==> config.mk <==
export PLATFORM = sky130hd
export DESIGN_NAME = ex_mdu_flat
export DESIGN_NICKNAME = d
export VERILOG_FILES = /design/src/rtl/ex_mdu_if.sv /design/src/rtl/ex_mdu.sv /design/src/flat_wrapper.sv
export SDC_FILE = /design/constraint.sdc
export NUM_CORES = 1
export LEC_CHECK = 0
export CORE_MARGIN = 10
export CORE_UTILIZATION = 35
export DETAILED_ROUTE_END_ITERATION = 10
export GPL_TIMING_DRIVEN = 0
export SKIP_LAST_GASP = 1
export SLEW_MARGIN = 20
export SYNTH_ARGS = -nofsm -noshare
export SYNTH_HDL_FRONTEND = slang
export SYNTH_SLANG_ARGS = --single-unit
==> constraint.sdc <==
create_clock -name clk_in -period 7.4 [get_ports clk_in]
set_input_delay 1.48 -clock clk_in [delete_from_list [all_inputs] [get_ports clk_in]]
set_output_delay 1.48 -clock clk_in [all_outputs]
set_load 0.005 [all_outputs]
==> src/rtl/ex_mdu_if.sv <==
// Operand/result bundle between the EX stage and the multi-cycle M-extension unit.
// The EX stage holds the master end; ex_mdu holds the slave end.
interface ex_mdu_if #(
    parameter int XLEN = 32
);
    logic            start_in;
    logic [2:0]      op_in;
    logic [XLEN-1:0] rs1_val_in;
    logic [XLEN-1:0] rs2_val_in;
    logic [4:0]      rd_addr_in;
    logic            flush_in;
    logic            stallreq_from_ex;
    logic            done_out;
    logic            rd_out;
    logic [XLEN-1:0] rd_val_out;
    logic [4:0]      rd_addr_out;

    modport master (
        output start_in, op_in, rs1_val_in, rs2_val_in, rd_addr_in, flush_in,
        input  stallreq_from_ex, done_out, rd_out, rd_val_out, rd_addr_out
    );

    modport slave (
        input  start_in, op_in, rs1_val_in, rs2_val_in, rd_addr_in, flush_in,
        output stallreq_from_ex, done_out, rd_out, rd_val_out, rd_addr_out
    );
endinterface

==> src/rtl/ex_mdu.sv <==
// Multi-cycle RV32M execute unit: radix-2^MUL_BITS shift-add multiplier and
// restoring radix-2 divider sharing one 2*XLEN accumulator.
module ex_mdu #(
    parameter int XLEN     = 32,
    parameter int MUL_BITS = 4
) (
    input logic     clk_in,
    input logic     rst_in,
    ex_mdu_if.slave bus
);
    localparam int K  = XLEN / MUL_BITS;
    localparam int CW = $clog2(XLEN) + 1;

    if ((MUL_BITS != 1 && MUL_BITS != 2 && MUL_BITS != 4 && MUL_BITS != 8) ||
        (XLEN % MUL_BITS) != 0) begin : g_bad_params
        $error("ex_mdu: MUL_BITS must be 1, 2, 4 or 8 and divide XLEN");
    end

    typedef enum logic [1:0] {S_IDLE, S_MUL, S_DIV, S_DONE} state_e;
    typedef enum logic [2:0] {
        OP_MUL, OP_MULH, OP_MULHSU, OP_MULHU, OP_DIV, OP_DIVU, OP_REM, OP_REMU
    } op_e;

    state_e            state;
    op_e               op;
    logic [CW-1:0]     cnt;
    logic [2*XLEN-1:0] acc;
    logic [XLEN-1:0]   a_mag;
    logic [XLEN-1:0]   b_mag;
    logic              res_neg;
    logic [4:0]        rd_addr_q;
    logic              done_q;
    logic              rd_we_q;
    logic [XLEN-1:0]   rd_val_q;
    logic [4:0]        rd_addr_out_q;

    // Accept-side decode of the operation presented this cycle.
    op_e             req_op;
    logic            rs1_neg, rs2_neg, req_is_div, div_by_zero, div_ovf;
    logic [XLEN-1:0] rs1_mag, rs2_mag, fast_val;

    always_comb begin
        req_op      = op_e'(bus.op_in);
        req_is_div  = bus.op_in[2];
        rs1_neg     = (req_op inside {OP_MULH, OP_MULHSU, OP_DIV, OP_REM}) && bus.rs1_val_in[XLEN-1];
        rs2_neg     = (req_op inside {OP_MULH, OP_DIV, OP_REM}) && bus.rs2_val_in[XLEN-1];
        rs1_mag     = rs1_neg ? -bus.rs1_val_in : bus.rs1_val_in;
        rs2_mag     = rs2_neg ? -bus.rs2_val_in : bus.rs2_val_in;
        div_by_zero = req_is_div && (bus.rs2_val_in == '0);
        div_ovf     = (req_op == OP_DIV || req_op == OP_REM) &&
                      (bus.rs1_val_in == {1'b1, {(XLEN-1){1'b0}}}) && (bus.rs2_val_in == '1);
        // op_in[1] selects the remainder among the divide encodings.
        if (div_by_zero) fast_val = bus.op_in[1] ? bus.rs1_val_in : '1;
        else             fast_val = bus.op_in[1] ? '0 : bus.rs1_val_in;
    end

    // One iteration step of each datapath, plus the sign-corrected result.
    logic [XLEN+MUL_BITS-1:0] partial, sum_hi;
    logic [2*XLEN-1:0]        mul_next, div_next, prod;
    logic [XLEN:0]            shifted;
    logic                     q_bit;
    logic [XLEN-1:0]          new_rem, div_pick, final_val;
    logic                     last_iter;

    always_comb begin
        partial   = (XLEN+MUL_BITS)'(a_mag) * (XLEN+MUL_BITS)'(b_mag[MUL_BITS-1:0]);
        sum_hi    = (XLEN+MUL_BITS)'(acc[2*XLEN-1:XLEN]) + partial;
        mul_next  = (2*XLEN)'({sum_hi, acc[XLEN-1:0]} >> MUL_BITS);
        shifted   = acc[2*XLEN-1:XLEN-1];
        q_bit     = shifted >= {1'b0, b_mag};
        new_rem   = q_bit ? XLEN'(shifted - {1'b0, b_mag}) : shifted[XLEN-1:0];
        div_next  = {new_rem, acc[XLEN-2:0], q_bit};
        prod      = res_neg ? -mul_next : mul_next;
        div_pick  = op[1] ? div_next[2*XLEN-1:XLEN] : div_next[XLEN-1:0];
        if (state == S_MUL) final_val = (op == OP_MUL) ? prod[XLEN-1:0] : prod[2*XLEN-1:XLEN];
        else                final_val = res_neg ? -div_pick : div_pick;
        last_iter = (state == S_MUL) ? (cnt == CW'(K - 1)) : (cnt == CW'(XLEN - 1));
    end

    // NOTE: all state, datapath and outputs live in one clocked block using <= only,
    // so every register sees the pre-edge values of the others.
    always_ff @(posedge clk_in) begin
        if (rst_in) begin
            state         <= S_IDLE;
            op            <= OP_MUL;
            cnt           <= '0;
            acc           <= '0;
            a_mag         <= '0;
            b_mag         <= '0;
            res_neg       <= 1'b0;
            rd_addr_q     <= '0;
            done_q        <= 1'b0;
            rd_we_q       <= 1'b0;
            rd_val_q      <= '0;
            rd_addr_out_q <= '0;
        end else begin
            done_q  <= 1'b0;
            rd_we_q <= 1'b0;
            unique case (state)
                S_IDLE: if (bus.start_in && !bus.flush_in) begin
                    op        <= req_op;
                    rd_addr_q <= bus.rd_addr_in;
                    cnt       <= '0;
                    a_mag     <= rs1_mag;
                    b_mag     <= rs2_mag;
                    res_neg   <= (req_op == OP_REM) ? rs1_neg : (rs1_neg ^ rs2_neg);
                    if (div_by_zero || div_ovf) begin
                        state         <= S_DONE;
                        rd_val_q      <= fast_val;
                        rd_addr_out_q <= bus.rd_addr_in;
                        done_q        <= 1'b1;
                        rd_we_q       <= (bus.rd_addr_in != 5'd0);
                    end else if (req_is_div) begin
                        state <= S_DIV;
                        acc   <= {{XLEN{1'b0}}, rs1_mag};
                    end else begin
                        state <= S_MUL;
                        acc   <= '0;
                    end
                end
                S_MUL, S_DIV: if (bus.flush_in) begin
                    state <= S_IDLE;
                end else begin
                    acc <= (state == S_MUL) ? mul_next : div_next;
                    if (state == S_MUL) b_mag <= b_mag >> MUL_BITS;
                    cnt <= cnt + 1'b1;
                    if (last_iter) begin
                        state         <= S_DONE;
                        rd_val_q      <= final_val;
                        rd_addr_out_q <= rd_addr_q;
                        done_q        <= 1'b1;
                        rd_we_q       <= (rd_addr_q != 5'd0);
                    end
                end
                S_DONE: state <= S_IDLE;
            endcase
        end
    end

    assign bus.stallreq_from_ex = (state == S_IDLE && bus.start_in && !bus.flush_in) ||
                                  (state == S_MUL) || (state == S_DIV);
    assign bus.done_out    = done_q;
    assign bus.rd_out      = rd_we_q;
    assign bus.rd_val_out  = rd_val_q;
    assign bus.rd_addr_out = rd_addr_out_q;
endmodule
==> src/flat_wrapper.sv <==
// flat-port wrapper written by rule: the top's interface ports become plain ports
module ex_mdu_flat 
#(
    parameter int XLEN     = 32,
    parameter int MUL_BITS = 4
)
  (clk_in, rst_in, bus_start_in, bus_op_in, bus_rs1_val_in, bus_rs2_val_in, bus_rd_addr_in, bus_flush_in, bus_stallreq_from_ex, bus_done_out, bus_rd_out, bus_rd_val_out, bus_rd_addr_out);
  ex_mdu_if #(.XLEN(XLEN)) bus_i ();
  input logic clk_in;
  input logic rst_in;
  input wire logic [$bits(bus_i.start_in)-1:0] bus_start_in;
  input wire logic [$bits(bus_i.op_in)-1:0] bus_op_in;
  input wire logic [$bits(bus_i.rs1_val_in)-1:0] bus_rs1_val_in;
  input wire logic [$bits(bus_i.rs2_val_in)-1:0] bus_rs2_val_in;
  input wire logic [$bits(bus_i.rd_addr_in)-1:0] bus_rd_addr_in;
  input wire logic [$bits(bus_i.flush_in)-1:0] bus_flush_in;
  output wire logic [$bits(bus_i.stallreq_from_ex)-1:0] bus_stallreq_from_ex;
  output wire logic [$bits(bus_i.done_out)-1:0] bus_done_out;
  output wire logic [$bits(bus_i.rd_out)-1:0] bus_rd_out;
  output wire logic [$bits(bus_i.rd_val_out)-1:0] bus_rd_val_out;
  output wire logic [$bits(bus_i.rd_addr_out)-1:0] bus_rd_addr_out;
  assign bus_i.start_in = bus_start_in;
  assign bus_i.op_in = bus_op_in;
  assign bus_i.rs1_val_in = bus_rs1_val_in;
  assign bus_i.rs2_val_in = bus_rs2_val_in;
  assign bus_i.rd_addr_in = bus_rd_addr_in;
  assign bus_i.flush_in = bus_flush_in;
  assign bus_stallreq_from_ex = bus_i.stallreq_from_ex;
  assign bus_done_out = bus_i.done_out;
  assign bus_rd_out = bus_i.rd_out;
  assign bus_rd_val_out = bus_i.rd_val_out;
  assign bus_rd_addr_out = bus_i.rd_addr_out;
  ex_mdu #(.XLEN(XLEN), .MUL_BITS(MUL_BITS)) u_core (.clk_in(clk_in), .rst_in(rst_in), .bus(bus_i));
endmodule
==> results.tsv, run 1 <==
metric	value	unit
dp_slack	-399	ps
holdCritPathClass	reg2reg	
fin_area	0.0245	sq mm
path_cells	clkbuf_2 > and2_1 > fa_1 > fa_1 > inv_1 > fa_1 > inv_1 > ha_1 > clkbuf_1 > and3_1 > a22o_1 > nor2_2 > a211o_1 > nand2_1 > xnor2_1 > nand4_1 > or2_4 > nor3_1 > mux2_1 > a21oi_1 > o31ai_2	
hold_viol_final	0	
layoutNonFillerInstCount	3961	
synth_cell_type_count	96	
final_util	39.8	%
slew_viol_final	0	
drtAntennaViolNets	0	
grt_pass1_vias	23000	
vias	24700	
drive_above_1_share	4.76	%
drtIter0Drc	3355	
synth_area	0.0217	sq mm
firstDrtPassIters	6	
area_growth	12.9	%
clock_sinks	184	
vias_per_cell	6.22	
async_reset_ff_share	0	%
fin_crit_sh	97.4	%
ys_seq_area_share	17.0	%
end_kind	flip-flop	
grt_max_degree	20	
crit_path_frequent_cell	fa_1	
yosysTopAreaCell	dfxtp_1	
crit_slowest_cell	xnor2_1	
place_congestion	1.10	
max_stage_delay	790	ps
finalWirelength	110	mm
die_w	269	um
dieHeight	269	um
io_buffers	113	
die_area	0.0723	sq mm
setup_tns	0	ps
grt_overflow	0	
h-tree-depth	4	
core_area	0.0615	sq mm
clockRootBuffer	clkbuf_16	
critPathRequiredTime	7770	ps
cp_num_buf_inv	4	
period_needed	7210	ps
finClkSkew	16.1	ps
initial_core_util	35.3	%
leakagePower	9.31	nW
clock_path_buffers	2	
syn_inst	3023	
worst_slack	191	ps
critPathTopFamily	simple AND/OR/NAND/NOR gates	
ir_worst_vdd	0.571	mV
synth_ff_type	dfxtp_1	
status	completed	
drc	0	
p_total	11.5	mW
critPathLaunchType	flip-flop	
syn-num-nets	3278	
nets	3411	
synth.area.top_cells	dfxtp_1, fa_1, a21oi_1	
tightestPinTransition	1230	ps
grt_usage	29.5	%
hpwl	89.1	mm
placed_cell_area	0.0238	sq mm
max_cap_violations	0	
critPathArrivalTime	7580	ps
cellPowerDensity	468	mW/mm^2
grt_pass1_wl	157	mm
ys_ff_latch	184	
drt-wirelength-per-cell	27.8	um
yosys_warnings	0	
setup_violations	0	
rsz0062_at_grt	no	
path_max_fanout	10	
timing.slew.headroom	17.1	%
crit_type	reg2reg	
antenna_found_initial	6	
clk_latency	490	ps
synth_edf_count	0	
tritoncts	done	
synth_top_cell_area_share	17.0	%
rows	91	
io_pins	116	
cts_made_buffers	17	
dp.cells	3926	
timing.fmax	139	MHz
fin_hold_ws	467	ps
fill_cells	6558	
avgSynthCellArea	7.18	sq um
clkTransAtPathRegs	90	ps
## worst paths after layout
path / from / endpoint / slack [ps] / cells after the start
worst min-delay path: u_core.bus.rd_val_out[3]$_SDFFE_PP0P_ / u_core.bus.rd_val_out[3]$_SDFFE_PP0P_ / 470 / 2
worst max-delay path: u_core.b_mag[2]$_SDFFE_PP0P_ / u_core.bus.rd_val_out[25]$_SDFFE_PP0P_ / 190 / 21
worst max register to register: u_core.b_mag[2]$_SDFFE_PP0P_ / u_core.bus.rd_val_out[25]$_SDFFE_PP0P_ / 190 / 21
worst min register to register: u_core.bus.rd_val_out[3]$_SDFFE_PP0P_ / u_core.bus.rd_val_out[3]$_SDFFE_PP0P_ / 470 / 2
## sequential cells by signal, summed over array words and instances, names as in the netlist
signal / count
u_core.acc: 64
u_core.a_mag: 32
u_core.b_mag: 32
u_core.bus.rd_val_out: 32
u_core.cnt: 6
u_core.bus.rd_addr_out: 5
u_core.rd_addr_q: 5
u_core.op: 3
u_core.state: 2
u_core.bus.done_out: 1
u_core.bus.rd_out: 1
u_core.res_neg: 1
## kinds of logic (layout without fill, tap and decap cells)
group,Yosys count,in the layout,share of synthesized area (%)
AOI/OAI and AO/OA,887,887,26.6
xor gates and xnor gates,154,154,6.22
adders and majority gates,193,193,14.2
buffers and inverters,420,566,7.50
DFF,184,184,17.0
muxes,73,73,3.57
other,0,2,0
and+or+nand+nor,1112,1112,25.0
## what timing repair did
item,4_1_cts,5_1_grt
endpoints found under the setup margin,8,14
hold buffers,0,0
buffers inserted,0,2
resized for setup,0,18
pin swaps,0,1
## layer usage
metal | share of wire [%] | GRT usage, %
met5 | 0.047 | 0
met3 | 12 | 8.34
met1 | 39 | 36.8
met4 | 7.3 | 18.5
met2 | 42 | 44.4
## final cells by class
type                    instances  area [sq um]  share of cell area, %
multi-input cells            2419         16400                   67.2
well taps                     790           988                   4.04
clock buffers                  17           425                   1.74
diodes                          2          5.00                 0.0204
flip-flops and latches        184          3680                   15.0
repair buffers                115          1150                   4.68
inverters                     217           815                   3.33
clock inverters                15           159                  0.649
plain buffers                 202           816                   3.33
## worst min-delay path: stages, from the launching register on
cell and delay [ps]:
dfxtp_1 320, nand2_1 50, a21oi_1 60
## synthesized netlist by cell type, types with 10 or more instances
cell and number:
mux2i_1 38, o21ai_0 154, a21o_1 30, o22ai_1 11
dfxtp_1 184, nor4_1 16, o221ai_1 11, inv_1 216
nor3_1 103, xnor2_1 87, o21ai_1 11, buf_1 19
ha_1 87, o21a_1 14, or3_1 26, nand2b_1 22
o41ai_1 13, nand4_1 32, nor2b_1 10, a211oi_1 140
and2_1 135, a31oi_1 31, a21oi_1 272, clkbuf_1 163
nand2_1 268, a22oi_1 12, xor2_1 67, o31ai_1 30
and3_1 16, nand3_1 69, fa_1 92, mux2_2 32
o211ai_1 32, or4_1 15, nor2_1 344, maj3_1 14
buf_2 15, o311ai_0 11
## cells in the final DEF (no fill, tap or decap), drive strengths merged, types with 16 or more instances in the layout
| cell | count |
|---|---|
| a211oi | 141 |
| a21o | 30 |
| a21oi | 273 |
| a31oi | 31 |
| and2 | 135 |
| and3 | 16 |
| buf | 40 |
| clkbuf | 181 |
| clkdlybuf4s50 | 113 |
| dfxtp | 184 |
| fa | 92 |
| ha | 87 |
| inv | 222 |
| mux2 | 35 |
| mux2i | 38 |
| nand2 | 268 |
| nand2b | 22 |
| nand3 | 71 |
| nand4 | 32 |
| nor2 | 347 |
| nor3 | 105 |
| nor4 | 23 |
| o211ai | 32 |
| o21ai | 165 |
| o31ai | 33 |
| or3 | 28 |
| or4 | 19 |
| xnor2 | 87 |
| xor2 | 67 |
## report_power, final
| group | leakage (nW) | internal [mW] | switching, mW |
|---|---|---|---|
| registers | 1.50 | 1.19 | 0.300 |
| logic | 7.53 | 2.74 | 6.26 |
| clock network | 0.278 | 0.451 | 0.519 |
| total | 9.31 | 4.38 | 7.08 |
Power figures use the tool's default switching activity.
==> run 2, diff against run 1 <==
==> constraint.sdc (replaced) <==
create_clock -name clk_in -period 7.4 [get_ports clk_in]
set_input_delay 0.74 -clock clk_in [delete_from_list [all_inputs] [get_ports clk_in]]
set_output_delay 0.74 -clock clk_in [all_outputs]
set_load 0.005 [all_outputs]
==> results of run 2 <==
Same layout as run 1: the final DEF is identical, and so are final timing and power.
